File: src/rtl/if_fetch_unit_pkg.sv
// Shared RV32I fetch constants, types and small PC helpers.
// Imported by the fetch unit, its hold buffer and its interface.
package if_fetch_unit_pkg;

  localparam int unsigned XLEN        = 32;
  localparam int unsigned INSTR_BYTES = 4;

  typedef logic [XLEN-1:0] word_t;

  localparam word_t RESET_PC_DEF  = 32'h0000_0000;
  localparam word_t NOP_INSTR_DEF = 32'h0000_0013;

  // Decoded per-cycle state update selected by the fetch unit.
  typedef enum logic [2:0] {
    UpdReset,
    UpdRedirect,
    UpdCapture,
    UpdFreeze,
    UpdAdvance
  } upd_e;

  function automatic word_t align_word(input word_t addr);
    return {addr[XLEN-1:2], 2'b00};
  endfunction

  // Wraps modulo 2^XLEN.
  function automatic word_t next_pc(input word_t pc);
    return pc + word_t'(INSTR_BYTES);
  endfunction

endpackage

File: src/rtl/if_fetch_unit_if.sv
// Fetch-unit bus: imem request/response, decode handshake and redirect.
// The master modport is the fetch unit's view.
interface if_fetch_unit_if;
  import if_fetch_unit_pkg::*;

  word_t imem_addr;
  word_t imem_rdata;
  logic  stall;
  logic  redirect_valid;
  word_t redirect_pc;
  word_t instr_out;
  word_t pc_out;
  logic  instr_valid;

  modport master (
    output imem_addr,
    output instr_out,
    output pc_out,
    output instr_valid,
    input  imem_rdata,
    input  stall,
    input  redirect_valid,
    input  redirect_pc
  );

  modport slave (
    input  imem_addr,
    input  instr_out,
    input  pc_out,
    input  instr_valid,
    output imem_rdata,
    output stall,
    output redirect_valid,
    output redirect_pc
  );

endinterface

File: src/rtl/if_fetch_unit_hold_buf.sv
// One-entry {pc, instr} capture buffer used to absorb decode stalls.
// Reset and clear take priority over load.
module if_hold_buf
  import if_fetch_unit_pkg::*;
(
  input  logic  clk,
  input  logic  rst,
  input  logic  load,
  input  logic  clear,
  input  word_t cap_pc,
  input  word_t cap_instr,
  output word_t pc,
  output word_t instr,
  output logic  valid
);

  word_t pc_q, pc_d;
  word_t instr_q, instr_d;
  logic  valid_q, valid_d;

  always_comb begin
    pc_d    = pc_q;
    instr_d = instr_q;
    valid_d = valid_q;
    if (clear) begin
      valid_d = 1'b0;
    end else if (load) begin
      pc_d    = cap_pc;
      instr_d = cap_instr;
      valid_d = 1'b1;
    end
  end

  always_ff @(posedge clk) begin
    if (rst) begin
      pc_q    <= '0;
      instr_q <= '0;
      valid_q <= 1'b0;
    end else begin
      pc_q    <= pc_d;
      instr_q <= instr_d;
      valid_q <= valid_d;
    end
  end

  assign pc    = pc_q;
  assign instr = instr_q;
  assign valid = valid_q;

endmodule

File: src/rtl/if_fetch_unit.sv
// Instruction-fetch initiator: PC register, next-PC mux, in-flight read tracker
// and decode output mux in front of a 1-cycle registered instruction memory.
module if_fetch_unit
  import if_fetch_unit_pkg::*;
#(
  parameter word_t RESET_PC  = RESET_PC_DEF,
  parameter word_t NOP_INSTR = NOP_INSTR_DEF
) (
  input logic            clk,
  input logic            rst,
  if_fetch_unit_if.master bus
);

  word_t issue_pc_q, issue_pc_d;
  word_t infl_pc_q, infl_pc_d;
  logic  infl_v_q, infl_v_d;

  word_t hold_pc, hold_instr;
  logic  hold_v, hold_load, hold_clear;

  upd_e  upd;
  logic  redirect;
  word_t target;
  logic  valid;

  // Reset overrides a coincident redirect.
  assign redirect = bus.redirect_valid & ~rst;
  assign target   = align_word(bus.redirect_pc);

  always_comb begin
    upd = UpdAdvance;
    if (rst) begin
      upd = UpdReset;
    end else if (redirect) begin
      upd = UpdRedirect;
    end else if (bus.stall) begin
      upd = (!hold_v && infl_v_q) ? UpdCapture : UpdFreeze;
    end
  end

  always_comb begin
    issue_pc_d = issue_pc_q;
    infl_pc_d  = infl_pc_q;
    infl_v_d   = infl_v_q;
    hold_load  = 1'b0;
    hold_clear = 1'b0;
    unique case (upd)
      UpdReset: begin
        issue_pc_d = RESET_PC;
        infl_pc_d  = '0;
        infl_v_d   = 1'b0;
      end
      UpdRedirect: begin
        issue_pc_d = next_pc(target);
        infl_pc_d  = target;
        infl_v_d   = 1'b1;
        hold_clear = 1'b1;
      end
      // imem_addr stays at issue_pc, so the read for issue_pc is simply re-done
      // until the stall releases.
      UpdCapture: begin
        hold_load = 1'b1;
      end
      UpdFreeze: begin
      end
      UpdAdvance: begin
        issue_pc_d = next_pc(issue_pc_q);
        infl_pc_d  = issue_pc_q;
        infl_v_d   = 1'b1;
        hold_clear = 1'b1;
      end
      default: begin
      end
    endcase
  end

  always_ff @(posedge clk) begin
    if (rst) begin
      issue_pc_q <= RESET_PC;
      infl_pc_q  <= '0;
      infl_v_q   <= 1'b0;
    end else begin
      issue_pc_q <= issue_pc_d;
      infl_pc_q  <= infl_pc_d;
      infl_v_q   <= infl_v_d;
    end
  end

  if_hold_buf u_hold_buf (
    .clk       (clk),
    .rst       (rst),
    .load      (hold_load),
    .clear     (hold_clear),
    .cap_pc    (infl_pc_q),
    .cap_instr (bus.imem_rdata),
    .pc        (hold_pc),
    .instr     (hold_instr),
    .valid     (hold_v)
  );

  assign valid = (hold_v | infl_v_q) & ~bus.redirect_valid & ~rst;

  always_comb begin
    bus.imem_addr   = redirect ? target : issue_pc_q;
    bus.instr_valid = valid;
    bus.instr_out   = NOP_INSTR;
    bus.pc_out      = '0;
    if (valid) begin
      bus.instr_out = hold_v ? hold_instr : bus.imem_rdata;
      bus.pc_out    = hold_v ? hold_pc : infl_pc_q;
    end
  end

endmodule
File: src/flat_wrapper.sv
// flat-port wrapper written by rule: the top's interface ports become plain ports
module if_fetch_unit_flat import if_fetch_unit_pkg::*;
#(
  parameter word_t RESET_PC  = RESET_PC_DEF,
  parameter word_t NOP_INSTR = NOP_INSTR_DEF
)
  (clk, rst, bus_imem_addr, bus_instr_out, bus_pc_out, bus_instr_valid, bus_imem_rdata, bus_stall, bus_redirect_valid, bus_redirect_pc);
  if_fetch_unit_if bus_i ();
  input logic clk;
  input logic rst;
  output wire logic [$bits(bus_i.imem_addr)-1:0] bus_imem_addr;
  output wire logic [$bits(bus_i.instr_out)-1:0] bus_instr_out;
  output wire logic [$bits(bus_i.pc_out)-1:0] bus_pc_out;
  output wire logic [$bits(bus_i.instr_valid)-1:0] bus_instr_valid;
  input wire logic [$bits(bus_i.imem_rdata)-1:0] bus_imem_rdata;
  input wire logic [$bits(bus_i.stall)-1:0] bus_stall;
  input wire logic [$bits(bus_i.redirect_valid)-1:0] bus_redirect_valid;
  input wire logic [$bits(bus_i.redirect_pc)-1:0] bus_redirect_pc;
  assign bus_imem_addr = bus_i.imem_addr;
  assign bus_instr_out = bus_i.instr_out;
  assign bus_pc_out = bus_i.pc_out;
  assign bus_instr_valid = bus_i.instr_valid;
  assign bus_i.imem_rdata = bus_imem_rdata;
  assign bus_i.stall = bus_stall;
  assign bus_i.redirect_valid = bus_redirect_valid;
  assign bus_i.redirect_pc = bus_redirect_pc;
  if_fetch_unit #(.RESET_PC(RESET_PC), .NOP_INSTR(NOP_INSTR)) u_core (.clk(clk), .rst(rst), .bus(bus_i));
endmodule
File: config.mk
export PLATFORM = sky130hd
export DESIGN_NAME = if_fetch_unit_flat
export DESIGN_NICKNAME = d
export VERILOG_FILES = /design/src/rtl/if_fetch_unit_pkg.sv /design/src/rtl/if_fetch_unit_if.sv /design/src/rtl/if_fetch_unit_hold_buf.sv /design/src/rtl/if_fetch_unit.sv /design/src/flat_wrapper.sv
export SDC_FILE = /design/constraint.sdc
export NUM_CORES = 1
export LEC_CHECK = 0
export CORE_MARGIN = 2
export CORE_UTILIZATION = 35
export CTS_CLUSTER_SIZE = 24
export DETAILED_ROUTE_END_ITERATION = 10
export PLACE_DENSITY_LB_ADDON = 0.25
export RECOVER_POWER = 100
export SYNTH_ARGS = -nofsm -noshare
export SYNTH_HDL_FRONTEND = slang
export SYNTH_HIERARCHICAL = 1
export SYNTH_SLANG_ARGS = --single-unit
File: constraint.sdc
create_clock -name clk -period 4.9 [get_ports clk]
set_input_delay 1.225 -clock clk [delete_from_list [all_inputs] [get_ports clk]]
set_output_delay 1.225 -clock clk [all_outputs]
set_load 0.03 [all_outputs]
==> reports/summary.txt <==
======================================================================================
Status                                                                    finished, violations left
Violated checks                                                           capacitance limit, slew limit
Rows                                                                                56
Final worst clock skew                                                      0.00849 ns
Critical Path RT                                                               3.67 ns
Cells after Synth                                                                1,028
Critical Path Source Type                                                   input port
Number of DRC violations after detailed routing                                      0
Number of sinks on the clock net                                                   126
Smallest setup slack after layout                                             0.290 ns
Transition at the pin with the smallest max-transition slack                   1.64 ns
Total iterations of the first detailed-routing run                                   5
Category of the critical setup timing path                                      in2out
Total of cells resized after clock tree synthesis                                    0
Fraction of power spent switching nets                                           0.282
Number of antenna violations at the first check in global routing                    1
Final slew viol count                                                               93
Switching power total                                                           806 uW
Setup Buffers After CTS                                                              0
Clk pin slew, worst setup/hold paths                                           0.06 ns
Placer's final routability congestion estimate                                   0.848
H-tree Lvls                                                                          4
Initial Utilization                                                              0.354
Arrival time worst endpoint                                                    3.38 ns
Number of global-route vias before repair                                        7,213
Max Cap Viol                                                                         1
Core Footprint                                                             23,300 um^2
Min Tclk post-route                                                            4.61 ns
Worst vdd rail ir drop                                                      0.000140 V
Internal Dissipation                                                           2060 uW
First-pass GRT wire length                                                   39,600 um
Total number of yosys warnings                                                       6
Post-route setup TNS                                                              0 ns
Hold Buf Count CTS                                                                   0
Die W                                                                           158 um
Layout Area Growth over Synthesis                                                22.3%
Post-Syn Area per Cell                                                       8.04 um^2
Count of buffers from port buffering                                               160
Fraction of synthesis flops using an asynchronous set or reset pin                   0
Clock tree buffer depth                                                              2
DIE AREA                                                                   24,900 um^2
Synthesized cell area                                                        8270 um^2
Sum of internal, switching and leakage power                                   2860 uW
Total area of sequential cells                                               2530 um^2
Worst Path Max Fanout                                                               45
TritonCTS Buffers                                                                   17
I/O pins                                                                           165
Share of the yosys chip area belonging to registers                              0.305
Remaining Overflow, GRT                                                              0
Total routing usage reported by global routing                                   0.200
Part of the cycle the worst path needs                                           0.941
Number of synthesized flops with an enable pin                                       0
Via-to-Cell Ratio                                                                 5.25
Classification of the worst-slack hold path                                    reg2reg
Proportion of layout cells with a drive suffix above 1                           0.111
Source-to-sink clock delay at the later pin of the worst-skew pair             0.42 ns
Max Clock Freq                                                                 217 MHz
Number of inserted filler cells in the final layout                              2,411
Proportion of power drawn by the clock network                                   0.440
Setup violators final                                                                0
Setup repair after global routing missed its margin                              false
Pin count of the biggest net entering global routing                                93
Number of nets with antenna violations after routing                                 0
Master cell of the clock root buffer                                      sky130_fd_sc_hd__clkbuf_16
Wire length after detailed routing                                           25,300 um
Comb pwr share                                                                   0.170
N_diodes                                                                             0
Number of distinct standard cells referenced by the synthesized netlist             70
Share of power burned in registers                                               0.390
Dominant register cell in the synthesized netlist                         sky130_fd_sc_hd__dfxtp_1
TritonCTS clock tree                                                              done
Max transition margin                                                          -0.0952
Area of combinational cells with multiple inputs                             5160 um^2
Post-detailed-route wirelength per cell                                        17.2 um
Number of synthesized register bits                                                126
Setup slack at placement                                                      0.416 ns
Starting DRT DRC Count                                                             551
Hold Fails Final Rpt                                                                 0
Leakage power                                                               0.00361 uW
Number of nets in the layout                                                     1,210
CP endpoint kind                                                          primary output
HPWL after detailed placement                                                16,800 um
Power per unit of standard cell area                                       283 nW/um^2
Vias                                                                             7,733
Die Y-Extent                                                                    158 um
======================================================================================
kinds of logic (layout without fill, tap and decap cells):
| family | count (synthesis) | in the layout | synth area share |
|---|---|---|---|
| AOI/OAI and AO/OA | 190 | 190 | 0.144 |
| xor gates and xnor gates | 40 | 40 | 0.0424 |
| adders and majority gates | 1 | 1 | 0.00151 |
| buffers and inverters | 102 | 225 | 0.0651 |
| DFF | 126 | 126 | 0.305 |
| muxes | 95 | 95 | 0.115 |
| other | 1 | 4 | 0.000454 |
| and+or+nand+nor | 473 | 473 | 0.326 |
path summary, 6_finish.rpt:
check                              start                           to  slack, ns  cells after the start
max                                  rst             bus_instr_out[2]       0.29                      6
min          u_core/u_hold_buf/instr[22]  u_core/u_hold_buf/instr[22]       0.47                      2
max reg2reg         u_core/issue_pc_q[4]        u_core/issue_pc_q[21]       2.35                      6
min reg2reg  u_core/u_hold_buf/instr[22]  u_core/u_hold_buf/instr[22]       0.47                      2
registers in the layout, indices dropped and copies added, names as in the netlist:
register                 cells
u_core/u_hold_buf/instr     32
u_core/infl_v_q              1
u_core/u_hold_buf/pc        32
u_core/issue_pc_q           30
u_core/u_hold_buf/valid      1
u_core/infl_pc_q            30
Yosys cell counts, drive strengths merged (3+ instances only):
cell type	count	area (um^2)
buf	48	332
a31oi	5	31.3
a31o	4	35.0
nor2	149	559
clkbuf	44	169
nand4bb	64	721
and3	5	31.3
nor2b	3	21.3
nor3	18	101
a21oi	42	218
a211oi	12	95.1
nand4	7	43.8
or3	9	61.3
nand3	16	80.1
inv	9	33.8
nor4	11	124
xor2	10	87.6
dfxtp	126	2520
xnor2	30	263
mux2i	93	931
a221oi	3	26.3
o21ai	85	482
nand2b	66	413
o22ai	13	87.6
o211ai	8	60.1
nand2	113	424
cell type report:
class,count,area share
multi-input cells,803,0.511
flip-flops and latches,126,0.250
repair buffers,183,0.138
well taps,319,0.0395
clock inverters,5,0.00495
clock buffers,27,0.0528
inverters,10,0.00371
routing by layer:
layer  wire (um)  GRT usage
met1       12700      0.291
met2       10800      0.300
met3        1530     0.0397
met4         325     0.0537
met5           9          0
worst max-delay path: stages:
cell and delay, ns:
sky130_fd_sc_hd__buf_4 0.18, sky130_fd_sc_hd__nor2_1 0.82, sky130_fd_sc_hd__o21ai_2 0.44, sky130_fd_sc_hd__buf_12 0.31, sky130_fd_sc_hd__nor2_1 0.15, sky130_fd_sc_hd__clkbuf_2 0.22
stage by stage:
step / std cells / instance area (um^2) / hold slack (ns) / utilization
final: 1473 / 10100 / 0.470 / 0.433
after CTS: 1473 / 10500 / 0.463 / 0.450
after detailed placement: 1441 / 9910 / 0.451 / 0.425
after floorplan: 1031 / 8280 / 0.438 / -
after global routing: 1473 / 10100 / 0.490 / 0.433
after global placement: 1441 / 9910 / 0.448 / 0.425
power groups by stage:
| stage | logic, uW | registers [uW] | clock network, uW |
|---|---|---|---|
| floorplan | 330 | 1110 | 0 |
| global placement | 524 | 1140 | 0 |
| detailed placement | 526 | 1140 | 0 |
| CTS | 529 | 1120 | 1280 |
| global route | 530 | 1120 | 1330 |
| finish | 487 | 1120 | 1260 |
placed cells by master (no fill, tap or decap), types with 17 or more instances in the layout:
master	n
sky130_fd_sc_hd__nor2_1	148
sky130_fd_sc_hd__dfxtp_1	125
sky130_fd_sc_hd__nand2_1	112
sky130_fd_sc_hd__mux2i_1	93
sky130_fd_sc_hd__o21ai_0	76
sky130_fd_sc_hd__nand2b_1	66
sky130_fd_sc_hd__nand4bb_1	64
sky130_fd_sc_hd__clkdlybuf4s50_1	62
sky130_fd_sc_hd__buf_4	55
sky130_fd_sc_hd__clkbuf_1	44
sky130_fd_sc_hd__a21oi_1	42
sky130_fd_sc_hd__xnor2_1	30
sky130_fd_sc_hd__clkbuf_16	18
sky130_fd_sc_hd__nor3_1	17
No activity file was read; power rests on OpenSTA's default activity.
